### config.mk
export PLATFORM = sky130hd
export DESIGN_NAME = pong_renderer
export DESIGN_NICKNAME = d
export VERILOG_FILES = /design/src/rtl/pong_renderer_pkg.sv /design/src/rtl/pong_renderer_digit_glyph_rom.sv /design/src/rtl/pong_renderer.sv
export SDC_FILE = /design/constraint.sdc
export NUM_CORES = 1
export LEC_CHECK = 0
export ABC_AREA = 1
export ABC_CLOCK_PERIOD_IN_PS = 5400
export CORE_ASPECT_RATIO = 0.75
export CORE_UTILIZATION = 64
export CTS_BUF_LIST = sky130_fd_sc_hd__clkbuf_16
export DETAILED_ROUTE_END_ITERATION = 7
export HOLD_SLACK_MARGIN = 0.05
export PLACE_DENSITY = 0.95
export SETUP_SLACK_MARGIN = 0.3
export SLEW_MARGIN = 20
export SYNTH_ARGS = -nofsm -noshare
export SYNTH_HDL_FRONTEND = slang
export SYNTH_SLANG_ARGS = --single-unit
### constraint.sdc
create_clock -name PIXEL_CLK -period 5.4 [get_ports PIXEL_CLK]
set_input_delay 1.08 -clock PIXEL_CLK [delete_from_list [all_inputs] [get_ports PIXEL_CLK]]
set_output_delay 1.08 -clock PIXEL_CLK [all_outputs]
set_load 0.01 [all_outputs]
### src/rtl/pong_renderer_pkg.sv
// Shared constants, payload types and glyph patterns for the Pong VGA renderer.
package pong_renderer_pkg;

    localparam int unsigned H_VISIBLE = 640;
    localparam int unsigned H_FRONT   = 16;
    localparam int unsigned H_SYNC    = 96;
    localparam int unsigned H_BACK    = 48;
    localparam int unsigned H_TOTAL   = H_VISIBLE + H_FRONT + H_SYNC + H_BACK;
    localparam int unsigned V_VISIBLE = 480;
    localparam int unsigned V_FRONT   = 10;
    localparam int unsigned V_SYNC    = 2;
    localparam int unsigned V_BACK    = 33;
    localparam int unsigned V_TOTAL   = V_VISIBLE + V_FRONT + V_SYNC + V_BACK;
    localparam int unsigned H_SYNC_START = H_VISIBLE + H_FRONT;
    localparam int unsigned H_SYNC_END   = H_SYNC_START + H_SYNC;
    localparam int unsigned V_SYNC_START = V_VISIBLE + V_FRONT;
    localparam int unsigned V_SYNC_END   = V_SYNC_START + V_SYNC;
    localparam int unsigned CNT_W        = 10;

    localparam logic [7:0] COL_BALL    = 8'hFF;
    localparam logic [7:0] COL_PLAYER  = 8'h1C;
    localparam logic [7:0] COL_COM     = 8'hE0;
    localparam logic [7:0] COL_SCORE   = 8'hFF;
    localparam logic [7:0] COL_NET     = 8'h92;
    localparam logic [7:0] COL_BG      = 8'h00;
    localparam logic [7:0] COL_BG_OVER = 8'h02;
    localparam logic [7:0] COL_BLANK   = 8'h00;

    localparam int unsigned GEO_W           = 160;
    localparam int unsigned GEO_H           = 120;
    localparam int unsigned NET_X           = 79;
    localparam int unsigned P_DIGIT_X       = 64;
    localparam int unsigned C_DIGIT_X       = 90;
    localparam int unsigned DIGIT_Y         = 4;
    localparam int unsigned GLYPH_COLS      = 3;
    localparam int unsigned GLYPH_ROWS      = 5;
    localparam int unsigned GLYPH_CELL_LOG2 = 1;
    localparam int unsigned DIGIT_W         = GLYPH_COLS << GLYPH_CELL_LOG2;
    localparam int unsigned DIGIT_H         = GLYPH_ROWS << GLYPH_CELL_LOG2;
    localparam int unsigned GAME_OVER_SCORE = 9;

    typedef struct packed {
        logic [7:0] ball_x;
        logic [6:0] ball_y;
        logic [7:0] player_x;
        logic [6:0] player_y;
        logic [7:0] com_x;
        logic [6:0] com_y;
        logic [3:0] player_score;
        logic [3:0] com_score;
    } shadow_t;

    // Rows top to bottom, leftmost column in the MSB of each 3-bit row.
    function automatic logic [14:0] glyph_bits(input logic [3:0] digit);
        case (digit)
            4'd0:    glyph_bits = 15'b111_101_101_101_111;
            4'd1:    glyph_bits = 15'b010_110_010_010_111;
            4'd2:    glyph_bits = 15'b111_001_111_100_111;
            4'd3:    glyph_bits = 15'b111_001_111_001_111;
            4'd4:    glyph_bits = 15'b101_101_111_001_001;
            4'd5:    glyph_bits = 15'b111_100_111_001_111;
            4'd6:    glyph_bits = 15'b111_100_111_101_111;
            4'd7:    glyph_bits = 15'b111_001_001_001_001;
            4'd8:    glyph_bits = 15'b111_101_111_101_111;
            4'd9:    glyph_bits = 15'b111_101_111_001_111;
            default: glyph_bits = 15'b0;
        endcase
    endfunction

    // Inclusive span test in 9 bits so base+len never wraps.
    function automatic logic in_span(input logic [8:0] pos, input logic [8:0] base,
                                     input logic [8:0] len);
        in_span = (pos >= base) && (pos <= base + len - 9'd1);
    endfunction

endpackage

### src/rtl/pong_renderer_digit_glyph_rom.sv
// 3x5 digit font lookup; blank for non-decimal digits or out-of-glyph cells.
module digit_glyph_rom
    import pong_renderer_pkg::*;
(
    input  logic [3:0] i_digit,
    input  logic [2:0] i_row,
    input  logic [1:0] i_col,
    output logic       o_pixel_c
);

    logic [14:0] w_bits;

    always_comb begin
        o_pixel_c = 1'b0;
        w_bits    = glyph_bits(i_digit) << (4'(i_row) * 4'd3 + 4'(i_col));
        if (i_row < 3'(GLYPH_ROWS) && i_col < 2'(GLYPH_COLS)) begin
            o_pixel_c = w_bits[14];
        end
    end

endmodule

### src/rtl/pong_renderer.sv
// 640x480 VGA renderer for Pong: frame-latched game state, hit decode, 2-stage colour pipe.
module pong_renderer
    import pong_renderer_pkg::*;
#(
    parameter int unsigned BLOCK       = 4,
    parameter int unsigned PLAYER_SIZE = 32,
    parameter int unsigned SCALE_LOG2  = 2
) (
    input  logic       PIXEL_CLK,
    input  logic       reset,
    input  logic [7:0] ballX_in,
    input  logic [6:0] ballY_in,
    input  logic [7:0] playerXPos_in,
    input  logic [6:0] playerYPos_in,
    input  logic [7:0] comXPos_in,
    input  logic [6:0] comYPos_in,
    input  logic [3:0] playerScore_in,
    input  logic [3:0] comScore_in,
    output logic       HSYNC,
    output logic       VSYNC,
    output logic [7:0] RGB,
    output logic       GAME_TICK
);

    logic [CNT_W-1:0] r_hcount, r_vcount, w_hcount_nxt, w_vcount_nxt;
    logic             r_game_tick;
    shadow_t          r_shadow, w_shadow_in;
    logic [7:0]       w_gx, w_gy, w_p_dx, w_c_dx, w_dy;
    logic             w_ball, w_player, w_com, w_net, w_score, w_visible;
    logic             w_p_area, w_c_area, w_p_pix, w_c_pix;
    logic             r_s1_ball, r_s1_player, r_s1_com, r_s1_score, r_s1_net;
    logic             r_s1_visible, r_s1_over, r_s1_hsync, r_s1_vsync;
    logic [7:0]       r_rgb, w_rgb_nxt;
    logic             r_hsync, r_vsync;

    always_comb begin
        w_hcount_nxt = r_hcount + CNT_W'(1);
        w_vcount_nxt = r_vcount;
        if (r_hcount == CNT_W'(H_TOTAL - 1)) begin
            w_hcount_nxt = '0;
            w_vcount_nxt = (r_vcount == CNT_W'(V_TOTAL - 1)) ? '0 : r_vcount + CNT_W'(1);
        end
    end

    assign w_shadow_in = '{ball_x: ballX_in, ball_y: ballY_in,
                           player_x: playerXPos_in, player_y: playerYPos_in,
                           com_x: comXPos_in, com_y: comYPos_in,
                           player_score: playerScore_in, com_score: comScore_in};

    // Tick is registered one cycle early so it is high exactly while the count is (0, 480).
    always_ff @(posedge PIXEL_CLK or negedge reset) begin
        if (!reset) begin
            r_hcount    <= '0;
            r_vcount    <= '0;
            r_game_tick <= 1'b0;
            r_shadow    <= '0;
        end else begin
            r_hcount    <= w_hcount_nxt;
            r_vcount    <= w_vcount_nxt;
            r_game_tick <= (w_hcount_nxt == '0) && (w_vcount_nxt == CNT_W'(V_VISIBLE));
            if (r_game_tick) begin
                r_shadow <= w_shadow_in;
            end
        end
    end

    assign w_gx      = 8'(r_hcount >> SCALE_LOG2);
    assign w_gy      = 8'(r_vcount >> SCALE_LOG2);
    assign w_visible = (r_hcount < CNT_W'(H_VISIBLE)) && (r_vcount < CNT_W'(V_VISIBLE));

    assign w_ball   = in_span(9'(w_gx), 9'(r_shadow.ball_x), 9'(BLOCK))
                   && in_span(9'(w_gy), 9'(r_shadow.ball_y), 9'(BLOCK));
    assign w_player = in_span(9'(w_gx), 9'(r_shadow.player_x), 9'(BLOCK))
                   && in_span(9'(w_gy), 9'(r_shadow.player_y), 9'(PLAYER_SIZE));
    assign w_com    = in_span(9'(w_gx), 9'(r_shadow.com_x), 9'(BLOCK))
                   && in_span(9'(w_gy), 9'(r_shadow.com_y), 9'(PLAYER_SIZE));
    assign w_net    = (w_gx == 8'(NET_X)) && !w_gy[2];

    // Digit boxes are 6x10 logical px; offsets inside them pick the 2x2 glyph cell.
    assign w_p_dx   = w_gx - 8'(P_DIGIT_X);
    assign w_c_dx   = w_gx - 8'(C_DIGIT_X);
    assign w_dy     = w_gy - 8'(DIGIT_Y);
    assign w_p_area = in_span(9'(w_gx), 9'(P_DIGIT_X), 9'(DIGIT_W))
                   && in_span(9'(w_gy), 9'(DIGIT_Y), 9'(DIGIT_H));
    assign w_c_area = in_span(9'(w_gx), 9'(C_DIGIT_X), 9'(DIGIT_W))
                   && in_span(9'(w_gy), 9'(DIGIT_Y), 9'(DIGIT_H));

    digit_glyph_rom u_player_digit (
        .i_digit   (r_shadow.player_score),
        .i_row     (3'(w_dy >> GLYPH_CELL_LOG2)),
        .i_col     (2'(w_p_dx >> GLYPH_CELL_LOG2)),
        .o_pixel_c (w_p_pix)
    );

    digit_glyph_rom u_com_digit (
        .i_digit   (r_shadow.com_score),
        .i_row     (3'(w_dy >> GLYPH_CELL_LOG2)),
        .i_col     (2'(w_c_dx >> GLYPH_CELL_LOG2)),
        .o_pixel_c (w_c_pix)
    );

    assign w_score = (w_p_area && w_p_pix) || (w_c_area && w_c_pix);

    always_ff @(posedge PIXEL_CLK or negedge reset) begin
        if (!reset) begin
            r_s1_ball    <= 1'b0;
            r_s1_player  <= 1'b0;
            r_s1_com     <= 1'b0;
            r_s1_score   <= 1'b0;
            r_s1_net     <= 1'b0;
            r_s1_visible <= 1'b0;
            r_s1_over    <= 1'b0;
            r_s1_hsync   <= 1'b1;
            r_s1_vsync   <= 1'b1;
        end else begin
            r_s1_ball    <= w_ball;
            r_s1_player  <= w_player;
            r_s1_com     <= w_com;
            r_s1_score   <= w_score;
            r_s1_net     <= w_net;
            r_s1_visible <= w_visible;
            r_s1_over    <= (r_shadow.player_score == 4'(GAME_OVER_SCORE))
                         || (r_shadow.com_score == 4'(GAME_OVER_SCORE));
            r_s1_hsync   <= !((r_hcount >= CNT_W'(H_SYNC_START)) && (r_hcount < CNT_W'(H_SYNC_END)));
            r_s1_vsync   <= !((r_vcount >= CNT_W'(V_SYNC_START)) && (r_vcount < CNT_W'(V_SYNC_END)));
        end
    end

    always_comb begin
        w_rgb_nxt = COL_BLANK;
        if (r_s1_visible) begin
            if (r_s1_ball)        w_rgb_nxt = COL_BALL;
            else if (r_s1_player) w_rgb_nxt = COL_PLAYER;
            else if (r_s1_com)    w_rgb_nxt = COL_COM;
            else if (r_s1_score)  w_rgb_nxt = COL_SCORE;
            else if (r_s1_net)    w_rgb_nxt = COL_NET;
            else                  w_rgb_nxt = r_s1_over ? COL_BG_OVER : COL_BG;
        end
    end

    always_ff @(posedge PIXEL_CLK or negedge reset) begin
        if (!reset) begin
            r_rgb   <= COL_BLANK;
            r_hsync <= 1'b1;
            r_vsync <= 1'b1;
        end else begin
            r_rgb   <= w_rgb_nxt;
            r_hsync <= r_s1_hsync;
            r_vsync <= r_s1_vsync;
        end
    end

    assign RGB       = r_rgb;
    assign HSYNC     = r_hsync;
    assign VSYNC     = r_vsync;
    assign GAME_TICK = r_game_tick;

endmodule

# Word level (Yosys, flattened, before mapping)
# Memory sizes are Yosys's and may differ from the RTL's.
# Cells that the tools add are included.
[word_totals]
regBits = 93
mem_bits_ro = 480
output_inout_bits = 11
elab_cells = 121
mem_count = 2
[mem_list]
columns = ["name", "words", "word_bits", "rd", "rd_clocked_by_memory_dff", "write_ports", "line", "text"]
rows = [
  ["(name not given)", 16, 15, 1, 0, 0, "pong_renderer_pkg.sv:55", "case (digit)"],
  ["(name not given)", 16, 15, 1, 0, 0, "pong_renderer_pkg.sv:55", ""],
]
[classes]
addsub = 19
multipliers = 1
magnitude_cmp = 27
n_eq_ne = 6
shifts = 2
n_mux = 12
reduce_logical = 29
[ops]
columns = ["op", "n"]
rows = [
  ["$le A8 B9 Y1", 6],
  ["$mux W8", 6],
  ["$mux W10", 3],
  ["$shl A15 B4 Y15", 2],
  ["$add A8 B3 Y9 const B", 3],
  ["$sub A8 B1 Y9 const B", 3],
  ["$sub A9 B1 Y9 const B", 3],
  ["$ge A8 B7 Y1", 3],
  ["$ge A8 B8 Y1", 3],
  ["$logic_and A1 B1 Y1", 23],
  ["$add A10 B1 Y10 const B", 2],
  ["$eq A10 B10 Y1 const B", 2],
  ["$lt A10 B10 Y1 const B", 2],
  ["$lt A10 B9 Y1 const B", 2],
  ["$add A7 B6 Y8 const B", 2],
  ["$ge A8 B7 Y1 const B", 2],
  ["$le A8 B7 Y1 const B", 2],
  ["$eq A10 B9 Y1 const B", 1],
  ["$ge A10 B10 Y1 const B", 1],
  ["$ge A10 B9 Y1 const B", 1],
  ["$logic_not A10 Y1", 1],
  ["$add A4 B2 Y4", 2],
  ["$add A7 B3 Y8 const B", 1],
  ["$eq A4 B4 Y1 const B", 2],
  ["13 further kinds", 18],
]

# Longest topological paths before layout
# Gate-level depths: netlist of run 1.
[logic_depth]
depth_word = 7
mapped_depth = 16

# Modules after synthesis
# Synthesis of run 1 repeated with hierarchy kept, for this count alone.
[unflattened]
hier_cells = 1056
hier_area_um2 = 7936.4
[modules_own_cells]
columns = ["mod", "n_inst", "cells_per_inst", "area_per_inst_um2", "seq_area_each_um2"]
rows = [
  ["pong_renderer", 1, 892, 6972.9, 2282.2],
  ["digit_glyph_rom", 2, 82, 481.7, 0.0],
]

# Worst setup path after synthesis of run 1
# No wires, ideal clock.
[synth_path]
path_kind = "register -> register"
from = "reg r_vcount[4]"
to = "reg r_s1_score"
setup_time_ns = 0.117
t_arrival_ns = 2.271
required_time_ns = 5.283
setup_slack_ns = 3.011
path_stages_with_launch = 12
n_path_buf = 0
period_less_slack_ns = 2.389
path_cell_list = "dfrtp_1 inv_1 ha_1 inv_1 fa_1 inv_1 o31ai_1 o21ai_0 nand2_1 nand2_1 nand3_1 nand2_1"
[synth_between]
elab_chain_len = 7
elab_cells_between_ends = 19
[synth_lines]
columns = ["item", "line", "text"]
rows = [
  ["start, declared", "pong_renderer.sv:25", "logic [CNT_W-1:0] r_hcount, r_vcount, w_hcount_nxt, w_vcount_nxt;"],
  ["start signal, assigned", "pong_renderer.sv:59", "r_vcount <= w_vcount_nxt;"],
  ["$sub A4 B3 Y4", "pong_renderer.sv:82", "assign w_dy = w_gy - 8'(DIGIT_Y);"],
  ["$mul A3 B2 Y4", "pong_renderer_digit_glyph_rom.sv:15", "w_bits = glyph_bits(i_digit) << (4'(i_row) * 4'd3 + 4'(i_col));"],
  ["$add A4 B2 Y4", "pong_renderer_digit_glyph_rom.sv:15", ""],
  ["$shl A15 B4 Y15", "pong_renderer_digit_glyph_rom.sv:15", ""],
  ["$mux W1", "pong_renderer_digit_glyph_rom.sv:16", "if (i_row < 3'(GLYPH_ROWS) && i_col < 2'(GLYPH_COLS)) begin"],
  ["$logic_and A1 B1 Y1", "pong_renderer.sv:102", "assign w_score = (w_p_area && w_p_pix) || (w_c_area && w_c_pix);"],
  ["$logic_or A1 B1 Y1 (*)", "pong_renderer.sv:102", ""],
  ["net w_score", "pong_renderer.sv:29", "logic w_ball, w_player, w_com, w_net, w_score, w_visible;"],
  ["end signal, assigned", "pong_renderer.sv:119", "r_s1_score <= w_score;"],
  ["end, declared", "pong_renderer.sv:31", "logic r_s1_ball, r_s1_player, r_s1_com, r_s1_score, r_s1_net;"],
]
# The timed path passes the listed nets; every way through them passes the cells marked *.
# A chain may end at the register's enable or synchronous reset.

# Final worst setup path of run 1
[layout_path]
from = "reg r_game_tick, in the netlist GAME_TICK"
to = "out GAME_TICK"
[layout_lines]
columns = ["item", "line", "text"]
rows = [
  ["start, declared", "pong_renderer.sv:26", "logic r_game_tick;"],
  ["start signal, assigned", "pong_renderer.sv:60", "r_game_tick <= (w_hcount_nxt == '0) && (w_vcount_nxt == CNT_W'(V_VISIBLE));"],
  ["end, declared", "pong_renderer.sv:22", "output logic GAME_TICK"],
]
# No word-level cell between the ends.

==> results of run 1 <==
critical path, cell delays in order, from the launching register on:
cell,delay (ns)
dfrtp_2,0.34
buf_4,0.67
clkdlybuf4s50_1,0.68
metal layers:
layer	routed length, um	GRT usage [%]
met3	1770	6.77
met4	643	12.8
met2	9180	54.4
met5	0	0
met1	8210	42.7
cell type report:
type,count,area (sq um)
multi-input cells,792,4890
fillers,821,2800
clock inverters,7,109
clock buffers,9,225
repair buffers,67,663
well taps,162,203
inverters,152,571
flip-flops and latches,91,2280
sequential cells by signal, indices dropped and copies added, names as in the netlist, 6 cells and up:
register / flops
RGB: 6
r_shadow: 53
r_vcount: 10
r_hcount: 10
worst max path at each step:
stage	endpoint	start	slack, ns	cells past startpoint
finish	GAME_TICK	GAME_TICK	2.25	2
global route	GAME_TICK	GAME_TICK	2.10	2
CTS	GAME_TICK	GAME_TICK	2.25	2
detailed placement	r_s1_score	r_vcount[4]	2.60	11
global placement	GAME_TICK	GAME_TICK	2.67	2
floorplan	r_s1_score	r_vcount[4]	3.01	11
cells by family (layout without fill, tap and decap cells):
logic type	Yosys count	count (layout)	share of synthesized area (%)
adders and majority gates	129	129	20.9
buffers and inverters	168	235	8.19
AOI/OAI and AO/OA	178	178	12.5
and+or+nand+nor	448	448	25.0
DFF	91	91	29.2
xor gates and xnor gates	37	37	4.15
cell usage after synthesis (2+ instances only):
cell | instances | area share [%]
nand2_1 | 249 | 12
inv_1 | 150 | 7.2
ha_1 | 127 | 20
dfrtp_1 | 87 | 28
o21ai_0 | 87 | 5.6
nor2_1 | 76 | 3.7
a21oi_1 | 60 | 3.8
nand3_1 | 52 | 3.3
xor2_1 | 35 | 3.9
nand4_1 | 26 | 2.1
nor3_1 | 12 | 0.77
clkbuf_1 | 9 | 0.43
nand3b_1 | 9 | 0.87
o211ai_1 | 8 | 0.77
nor2_2 | 6 | 0.48
o2111ai_1 | 6 | 0.67
o21a_1 | 5 | 0.48
buf_1 | 4 | 0.19
dfstp_2 | 4 | 1.3
nand2_2 | 4 | 0.32
a21o_1 | 3 | 0.29
nor2_4 | 3 | 0.43
or2_2 | 3 | 0.24
buf_4 | 2 | 0.19
fa_1 | 2 | 0.51
inv_2 | 2 | 0.096
nand3_2 | 2 | 0.26
nor4_1 | 2 | 0.16
o31ai_1 | 2 | 0.19
xnor2_1 | 2 | 0.22
cells in the final DEF (no fill, tap or decap), types with 8 or more instances in the layout:
cell               n
a21oi_1           60
clkbuf_16          9
clkdlybuf4s50_1   64
dfrtp_1           86
ha_1             127
inv_1            151
nand2_1          249
nand3_1           52
nand3b_1           9
nand4_1           26
nor2_1            76
nor3_1            12
o211ai_1           8
o21ai_0           87
xor2_1            35
metrics by stage:
step | utilization, % | area [sq um] | power, W
after global placement | 73.3 | 8610 | 0.000747
after detailed placement | 73.3 | 8610 | 0.000748
after CTS | 76.2 | 8940 | 0.00146
after floorplan | - | 7810 | 0.000695
final | 76.2 | 8940 | 0.00146
after global routing | 76.2 | 8940 | 0.00150
power by group through the flow:
stage                     Clock, W  Sequential (W)  Combinational (W)
after floorplan                  0        0.000695       0.0000000112
after global placement           0        0.000694          0.0000526
after detailed placement         0        0.000694          0.0000537
after CTS                 0.000727        0.000682          0.0000540
after global routing      0.000759        0.000681          0.0000579
final                     0.000724        0.000682          0.0000526
==> metrics.md, run 1 <==
| Metric | Value |
|---|---|
| R2R cell count | `12` |
| P per Cell Area | `between 150 and 200 nW/um^2` |
| CTS root buffer | `clkbuf_16` |
| Worst r2r dst | `r_s1_score` |
| Placer Congestion | `between 0.9 and 1` |
| Final WS setup | `around 2.3 ns` |
| Hold Path Depth | `0` |
| Worst hold start | `r_s1_hsync` |
| Die height | `97.7 um` |
| Ys Warns | `0` |
| Initial DRC Count | `roughly 700` |
| Final setup vio count | `0` |
| Post-Layout Cell Count | `between 1000 and 1500` |
| Largest net degree at the start of global routing | `about 110` |
| Post-synth top flop | `dfrtp_1` |
| Layout area overhead | `14.5%` |
| H-tree depth | `3` |
| Status | `finished with violations` |
| Sum Neg Setup Slack | `0 ns` |
| Hold Slack | `around 0.36 ns` |
| Worst reg2reg setup slack | `2.49 ns` |
| Seq pwr share | `46.7%` |
| PostCTS Resize Cnt | `0` |
| MaxCap Viol Count | `0` |
| CTS sink count | `just over 90` |
| Cts bufs inserted | `9` |
| Die extent in x | `about 130 um` |
| Net Sw Frac | `approximately a fifth` |
| Skew final | `just over 0.008 ns` |
| Final net count | `1297` |
| Overall Global Routing Usage | `between 30 and 40%` |
| Req. time, crit path | `between 4 and 5 ns` |
| Crit path kind | `register to primary output` |
| Vias in the first global route | `slightly above 7000` |
| Mapped Area | `approximately 7800 sq um` |
| Final Hold Violating Endpoints | `0` |
| RSZ-0062 raised after global routing | `false` |
| Vias/cell | `~5.8` |
| Hold WC Path Type | `register to register` |
| EDFF count, synth | `0` |
| Net Count, Synth | `about 1200` |
| # DRC | `1` |
| Part of the power in the clock network | `49.6%` |
| Core Region | `~12000 sq um` |
| Slew headroom | `slightly above 40%` |
| R2r startpoint | `r_vcount[4]` |
| First-pass GRT wire length | `32.9 mm` |
| Internal | `between 0.001 and 0.0015 W` |
| Worst Setup End Kind | `primary output` |
| Row count | `34` |
| Failing checks | `design-rule violations` |
| Synthesized area per cell | `around 7.4 sq um` |
| Switching power total | `about 0.0003 W` |
| Post-DRT Antenna Nets | `0` |
| Crit Path Max Fanout | `107` |
| Wire length per cell after detailed routing | `15.5 um` |
| Number of library cell types mapped by synthesis | `42` |
| CTS Hold Bufs | `0` |
| Worst-path clk slew | `~0.07 ns` |
| Max Freq | `about 0.32 GHz` |
| Crit path DAT | `slightly above 2 ns` |
| Max Slew Vio Count | `0` |
| Comb pwr share | `under 10%` |
| Die area | `roughly 13000 sq um` |
| Tmin final | `3.15 ns` |
| IO Count | `between 60 and 70` |
| Routed via count | `7487` |
| Clk buf depth | `2` |
| Mapped Cells | `~1100` |
| Layout cell share with drive strength beyond 1 | `roughly 4.2%` |
| Maximum vdd ir drop | `approximately 150 uV` |
| Clock Latency Late Sink | `approximately 0.35 ns` |
| DP HPWL | `about 14 mm` |
| Hold Path End | `HSYNC` |
| Initial core utilization | `66.5%` |
| Pre-antenna DRT Iters | `8` |
| Setup WS pre-CTS | `approximately 2.6 ns` |
| Startpoint types | `register` |
| Antenna violations before repair | `0` |
| Routed Wire Length | `~20 mm` |
| Worst Tran Pin Value | `about 0.88 ns` |
| # diodes | `0` |
| Placed cells | `between 1000 and 1500` |
| Postcts setup bufs | `0` |
| Yosys reg bits | `91` |
| Final period util | `between 50% and 60%` |
| Sequential element share of the synthesized area | `between 20 and 30%` |
| Grt ovf | `0` |
| TritonCTS clock tree | `yes` |
| Leak | `between 4 and 5 nW` |
| I/O Buffers | `65` |
| FFs w/ async S/R, synth | `100%` |
No activity file was read; power rests on OpenSTA's default activity.
==> inputs of run 2 (changes only) <==
Settings changed: ABC_CLOCK_PERIOD_IN_PS 5400 to 2600, CORE_UTILIZATION 64 to 54, PLACE_DENSITY 0.95 to 0.86.
Clock period 5.4 ns to 2.6 ns, I/O delays scaled along.
==> metrics.md, run 2 (same netlist as run 1, synthesis figures left out) <==
| Metric | Value |
|---|---|
| Clock Latency Late Sink | `0.35 ns (about the same)` |
| Skew final | `0.00610 ns (-0.00206 ns)` |
| Wire length per cell after detailed routing | `13.9 um (-9.9%)` |
| TritonCTS clock tree | `yes` |
| DP HPWL | `13.7 mm (-4.1%)` |
| RSZ-0062 raised after global routing | `true` |
| Initial DRC Count | `365 (-48%)` |
| Commonest non-fill, non-tap cell in the layout | `nand2_1` |
| Internal | `0.00213 W (+83%)` |
| Worst Setup End Kind | `register` |
| Initial core utilization | `56.0% (-10 points)` |
| Final Hold Violating Endpoints | `0 (unchanged)` |
| I/O Buffers | `65 (unchanged)` |
| Switching power total | `0.000614 W (+110%)` |
| Post-DRT Antenna Nets | `0 (unchanged)` |
| Routed via count | `7200 (-3.8%)` |
| CTS root buffer | `clkbuf_16` |
| Layout cell share with drive strength beyond 1 | `8.63% (+4.4 points)` |
| P per Cell Area | `299 nW/um^2 (+83%)` |
| Finished Cell Area | `9190 sq um (+2.8%)` |
| Comb pwr share | `4.1% (+0.5 points)` |
| Overall Global Routing Usage | `25.8% (-7.3 points)` |
| Highest-count cells in the layout ignoring fill and taps | `nand2_1 (247), inv_1 (141), ha_1 (121), dfrtp_1 (84), o21ai_0 (82)` |
| CTS Hold Bufs | `0 (unchanged)` |
| Vias in the first global route | `6708 (-5.9%)` |
| Worst-path clk slew | `0.07 ns (about the same)` |
| Vias/cell | `5.41 (-7.4%)` |
| Leak | `4.72 nW (+1.0%)` |
| Net Sw Frac | `22.3% (+2.2 points)` |
| Seq pwr share | `51.5% (+4.8 points)` |
| Sum Neg Setup Slack | `0 ns (unchanged)` |
| Max Slew Vio Count | `0 (unchanged)` |
| Layout area overhead | `17.7%` |
| Worst Tran Pin Value | `0.858 ns (-0.0206 ns)` |
| Status | `finished, final reports clean` |
| IO Count | `66 (unchanged)` |
| Routed Wire Length | `18.5 mm (-6.4%)` |
| Clk buf depth | `2 (unchanged)` |
| Grt ovf | `0 (unchanged)` |
| Final net count | `1314 (+1.3%)` |
| Tmin final | `2.27 ns` |
| # DRC | `0 (-1)` |
| Final setup vio count | `0 (unchanged)` |
| Most flops, register | `r_shadow` |
| Max Freq | `~0.44 GHz` |
| Overall power | `0.00275 W (+88%)` |
| Die extent in x | `141 um (+8.7%)` |
| Cts bufs inserted | `9 (unchanged)` |
| Die area | `15000 sq um (+18%)` |
| # diodes | `0 (unchanged)` |
| Crit path DAT | `2.55 ns (+0.48 ns)` |
| Die height | `106 um (+8.7%)` |
| Placed Area | `8730 sq um (+1.4%)` |
| CTS sink count | `91 (unchanged)` |
| Largest net degree at the start of global routing | `107 (-0.93%)` |
| First-pass GRT wire length | `30.9 mm (-5.9%)` |
| Antenna violations before repair | `0 (unchanged)` |
| Maximum vdd ir drop | `314 uV (+100%)` |
| Placer Congestion | `0.932 (-3.9%)` |
| Largest regs | `r_shadow (53), r_hcount (10), r_vcount (10)` |
| MaxCap Viol Count | `0 (unchanged)` |
| Final period util | `87.2%` |
| Crit Path Max Fanout | `4 (-96%)` |
| Max reg flops | `53 (unchanged)` |
| Slew headroom | `42.8% (+1.4 points)` |
| H-tree depth | `3 (unchanged)` |
| Core Region | `13900 sq um (+19%)` |
| Pre-antenna DRT Iters | `5 (-3)` |
| Req. time, crit path | `2.89 ns (-1.43 ns)` |
| Crit path kind | `register to register` |
| Row count | `37 (+8.8%)` |
| Hold WC Path Type | `input port to async pin` |
| Part of the power in the clock network | `44.4% (-5.2 points)` |
| Startpoint types | `register` |
## run 2: final timing paths
check,start,endpoint,cells after the start,slack (ns)
worst max-delay path,r_shadow[38],r_s1_ball,11,0.33
worst min-delay path,reset,r_shadow[4],1,0.12
worst max register to register,r_shadow[38],r_s1_ball,11,0.33
worst min register to register,r_s1_hsync,HSYNC,0,0.36
max in group asynchronous,reset,r_s1_hsync,2,1.84
min in group PIXEL_CLK,r_s1_hsync,HSYNC,0,0.36
## run 2: routing by layer
| metal | part of all wire, % | vias up | global-route usage (%) |
|---|---|---|---|
| met5 | 0 | - | 0 |
| met4 | 1.5 | 0 | 7.07 |
| met3 | 6.2 | 35 | 4.68 |
| met2 | 46 | 225 | 40.8 |
| met1 | 46 | 3311 | 36.2 |
| li1 | - | 3629 | - |
## run 2: final cells by class
class	instances	area, sq um
tap	195	244
sequential	91	2290
clock buffer	9	225
multi-input combinational	792	5020
clock inverter	7	42.5
fill	1148	4740
timing repair buffer	84	803
inverter	152	571
## run 2: what timing repair did
item	in CTS	in global routing
setup endpoints to repair	3	4
resized for setup	5	38
pin swaps	3	18
buffers inserted	0	9
## run 2: power by group through the flow
stage	registers, W	logic [W]	clock network, W
global placement	0.00144	0.000113	0
floorplan	0.00144	0.0000000197	0
global route	0.00141	0.000124	0.00130
finish	0.00142	0.000112	0.00122
detailed placement	0.00144	0.000114	0
CTS	0.00142	0.000115	0.00125
## run 2: worst max-delay path, cell delays in order, from the launching register on
cell and delay (ns):
dfrtp_1 0.36, inv_2 0.07, ha_4 0.16, or2_4 0.27
nor2_4 0.11, xor2_1 0.08, ha_1 0.30, nand2_1 0.12
or4_1 0.52, nand2_1 0.07, nand2_1 0.05, nor2_1 0.10
## run 2: through the flow
stage | hold slack (ns) | setup WS, ns | util (%) | std cells
6_report | 0.116 | 0.332 | 66.0 | 1330
5_1_grt | 0.163 | 0.180 | 66.0 | 1330
4_1_cts | 0.138 | 0.300 | 64.7 | 1321
3_5_place_dp | 0.349 | 0.140 | 62.6 | 1305
3_3_place_gp | 0.346 | 0.246 | 62.6 | 1305
2_1_floorplan | 0.224 | 0.312 | - | 1051
==> inputs of run 3 (changes only) <==
Settings changed: CORE_UTILIZATION 54 to 59, DONT_BUFFER_PORTS set to 1.
==> metrics.md, run 3 (same netlist as run 1, synthesis figures left out) <==
| Metric | Value |
|---|---|
| CTS sink count | `91 (unchanged)` |
| DP HPWL | `13.1 mm (-3.7%)` |
| Commonest non-fill, non-tap cell in the layout | `nand2_1` |
| # diodes | `0 (unchanged)` |
| Placer Congestion | `0.919 (-1.5%)` |
| Initial core utilization | `60.4% (+4.4 points)` |
| Layout cell share with drive strength beyond 1 | `9.41% (+0.78 points)` |
| Req. time, crit path | `2.88 ns (about the same)` |
| Slew headroom | `56.7% (+14 points)` |
| Worst Tran Pin Value | `0.649 ns (-0.209 ns)` |
| Largest net degree at the start of global routing | `92 (-14%)` |
| Post-DRT Antenna Nets | `0 (unchanged)` |
| I/O Buffers | `0 (-100%)` |
| Slowest cell on the critical path | `or4_1` |
| Slowest stage delay, CP | `0.49 ns (-0.03 ns)` |
| Cts bufs inserted | `9 (unchanged)` |
| Vias in the first global route | `6263 (-6.6%)` |
| Final setup vio count | `0 (unchanged)` |
| Final WS setup | `0.238 ns (-0.0949 ns)` |
| Crit path kind | `register to register` |
| Setup WS pre-CTS | `0.162 ns (+0.0218 ns)` |
| Die area | `13700 sq um (-8.3%)` |
| Die extent in x | `135 um (-4.3%)` |
| MaxCap Viol Count | `0 (unchanged)` |
| Largest regs | `r_shadow (53), r_hcount (10), r_vcount (10)` |
| Vias/cell | `5.66 (+4.5%)` |
| Status | `finished with violations` |
| Antenna violations before repair | `0 (unchanged)` |
| Cell family with most CP delay | `simple AND/OR/NAND/NOR gates` |
| Core Region | `12900 sq um (-7.2%)` |
| Skew final | `0.00660 ns (+0.000503 ns)` |
| Leak | `4.48 nW (-4.9%)` |
| Crit Path Max Fanout | `4 (unchanged)` |
| Crit path DAT | `2.64 ns (+0.09 ns)` |
| Clock Latency Late Sink | `0.35 ns (about the same)` |
| Hold Slack | `-0.140 ns (-0.256 ns)` |
| Layout filler cell count | `1071 (-6.7%)` |
| Most flops, register | `r_shadow` |
| P per Cell Area | `305 nW/um^2 (+2.2%)` |
| H-tree depth | `3 (unchanged)` |
| Highest-count cells in the layout ignoring fill and taps | `nand2_1 (245), inv_1 (145), ha_1 (120), dfrtp_1 (85), o21ai_0 (80)` |
| First-pass GRT wire length | `29.5 mm (-4.6%)` |
| Startpoint types | `register` |
| WP buf/inv | `2 (+1)` |
| Worst-path clk slew | `0.07 ns (about the same)` |
| CTS root buffer | `clkbuf_16` |
| Layout area overhead | `9.45%` |
| IO Count | `66 (unchanged)` |
| Clk buf depth | `2 (unchanged)` |
| Sequential Area | `2290 sq um (about the same)` |
| Wire length per cell after detailed routing | `15.1 um (+8.6%)` |
| Sum Neg Setup Slack | `0 ns (unchanged)` |
| Worst reg2reg setup slack | `0.24 ns (-0.09 ns)` |
| Max Freq | `0.423 GHz (-4.0%)` |
| Grt ovf | `0 (unchanged)` |
| Final period util | `90.9% (+3.6 points)` |
| Final Hold Violating Endpoints | `87 (+87)` |
| Worst Setup End Kind | `register` |
| R2R cell count | `12 (+1)` |
| Multi-input gate area | `5040 sq um (+0.47%)` |
| Failing checks | `negative hold slack` |
| Maximum vdd ir drop | `295 uV (-6.2%)` |
| R2r startpoint | `r_shadow[38]` |
| Routed via count | `7040 (-2.2%)` |
| Max Slew Vio Count | `0 (unchanged)` |
| Tmin final | `2.36 ns (+0.0949 ns)` |
| TritonCTS clock tree | `yes` |
| Routed Wire Length | `18.8 mm (+1.6%)` |
| Die height | `102 um (-4.2%)` |
| Max reg flops | `53 (unchanged)` |
| # DRC | `0 (unchanged)` |
| Hold WC Path Type | `input port to async pin` |
| Worst r2r dst | `r_s1_ball` |
| Critical Path, Cell by Cell | `inv_2 > ha_4 > or2_4 > nor2_4 > buf_6 > xor2_4 > ha_4 > nand2_2 > or4_1 > nand2_1 > nand2_1 > nor2_2` |
| Overall Global Routing Usage | `27.2% (+1.4 points)` |
| Initial DRC Count | `446 (+22%)` |
| Row count | `36 (-2.7%)` |
| RSZ-0062 raised after global routing | `true` |
| Final net count | `1252 (-4.7%)` |
| Pre-antenna DRT Iters | `5 (unchanged)` |
[run 3: repair_timing]
item / in CTS / in global routing
setup endpoints to repair: 2 / 4
endpoints found under the hold margin: 91 / 91
gates cloned: 0 / 0
gates resized for setup: 4 / 43
setup buffers: 3 / 10
pin swaps: 3 / 26
[run 3: final cells by class]
cell class | instances | area share [%]
inverter | 152 | 6.67
timing repair buffer | 22 | 1.98
multi-input combinational | 792 | 59.0
tap | 171 | 2.50
sequential | 91 | 26.8
clock buffer | 9 | 2.63
clock inverter | 7 | 0.468
[run 3: stage by stage]
step                      instance area [sq um]  cells  power, W  hold slack (ns)  util (%)
after floorplan                            7820   1051   0.00144            0.224         -
after global placement                     8030   1215   0.00144            0.227      62.1
after detailed placement                   8030   1215   0.00144            0.227      62.1
after CTS                                  8330   1234   0.00263           -0.144      64.5
after global routing                       8550   1244   0.00269           -0.152      66.1
final                                      8550   1244   0.00261           -0.140      66.1
[run 3: metal layers]
layer	global-route usage, %	vias to the layer above	routed length, um
met3	4.50	32	1170
met4	7.87	0	261
met1	38.9	3265	9030
met2	42.6	241	8380
met5	0	-	0
li1	-	3502	-
[run 3: report_power, final]
part	leakage [nW]	internal (W)	switching [W]	total, W
Combinational	3.39	0.0000000164	0	0.0000000198
Clock	0.141	0.000638	0.000558	0.00120
Sequential	0.957	0.00142	0	0.00142
[run 3: worst max-delay path by stage]
stage	to	depth (start not counted)	start	slack, ns
2_1_floorplan	r_s1_ball	12	r_shadow[38]	0.31
3_3_place_gp	r_s1_ball	12	r_shadow[38]	0.25
3_5_place_dp	r_s1_ball	12	r_shadow[38]	0.16
4_1_cts	r_s1_ball	12	r_shadow[38]	0.27
5_1_grt	r_s1_ball	12	r_shadow[38]	0.14
6_report	r_s1_ball	12	r_shadow[38]	0.24
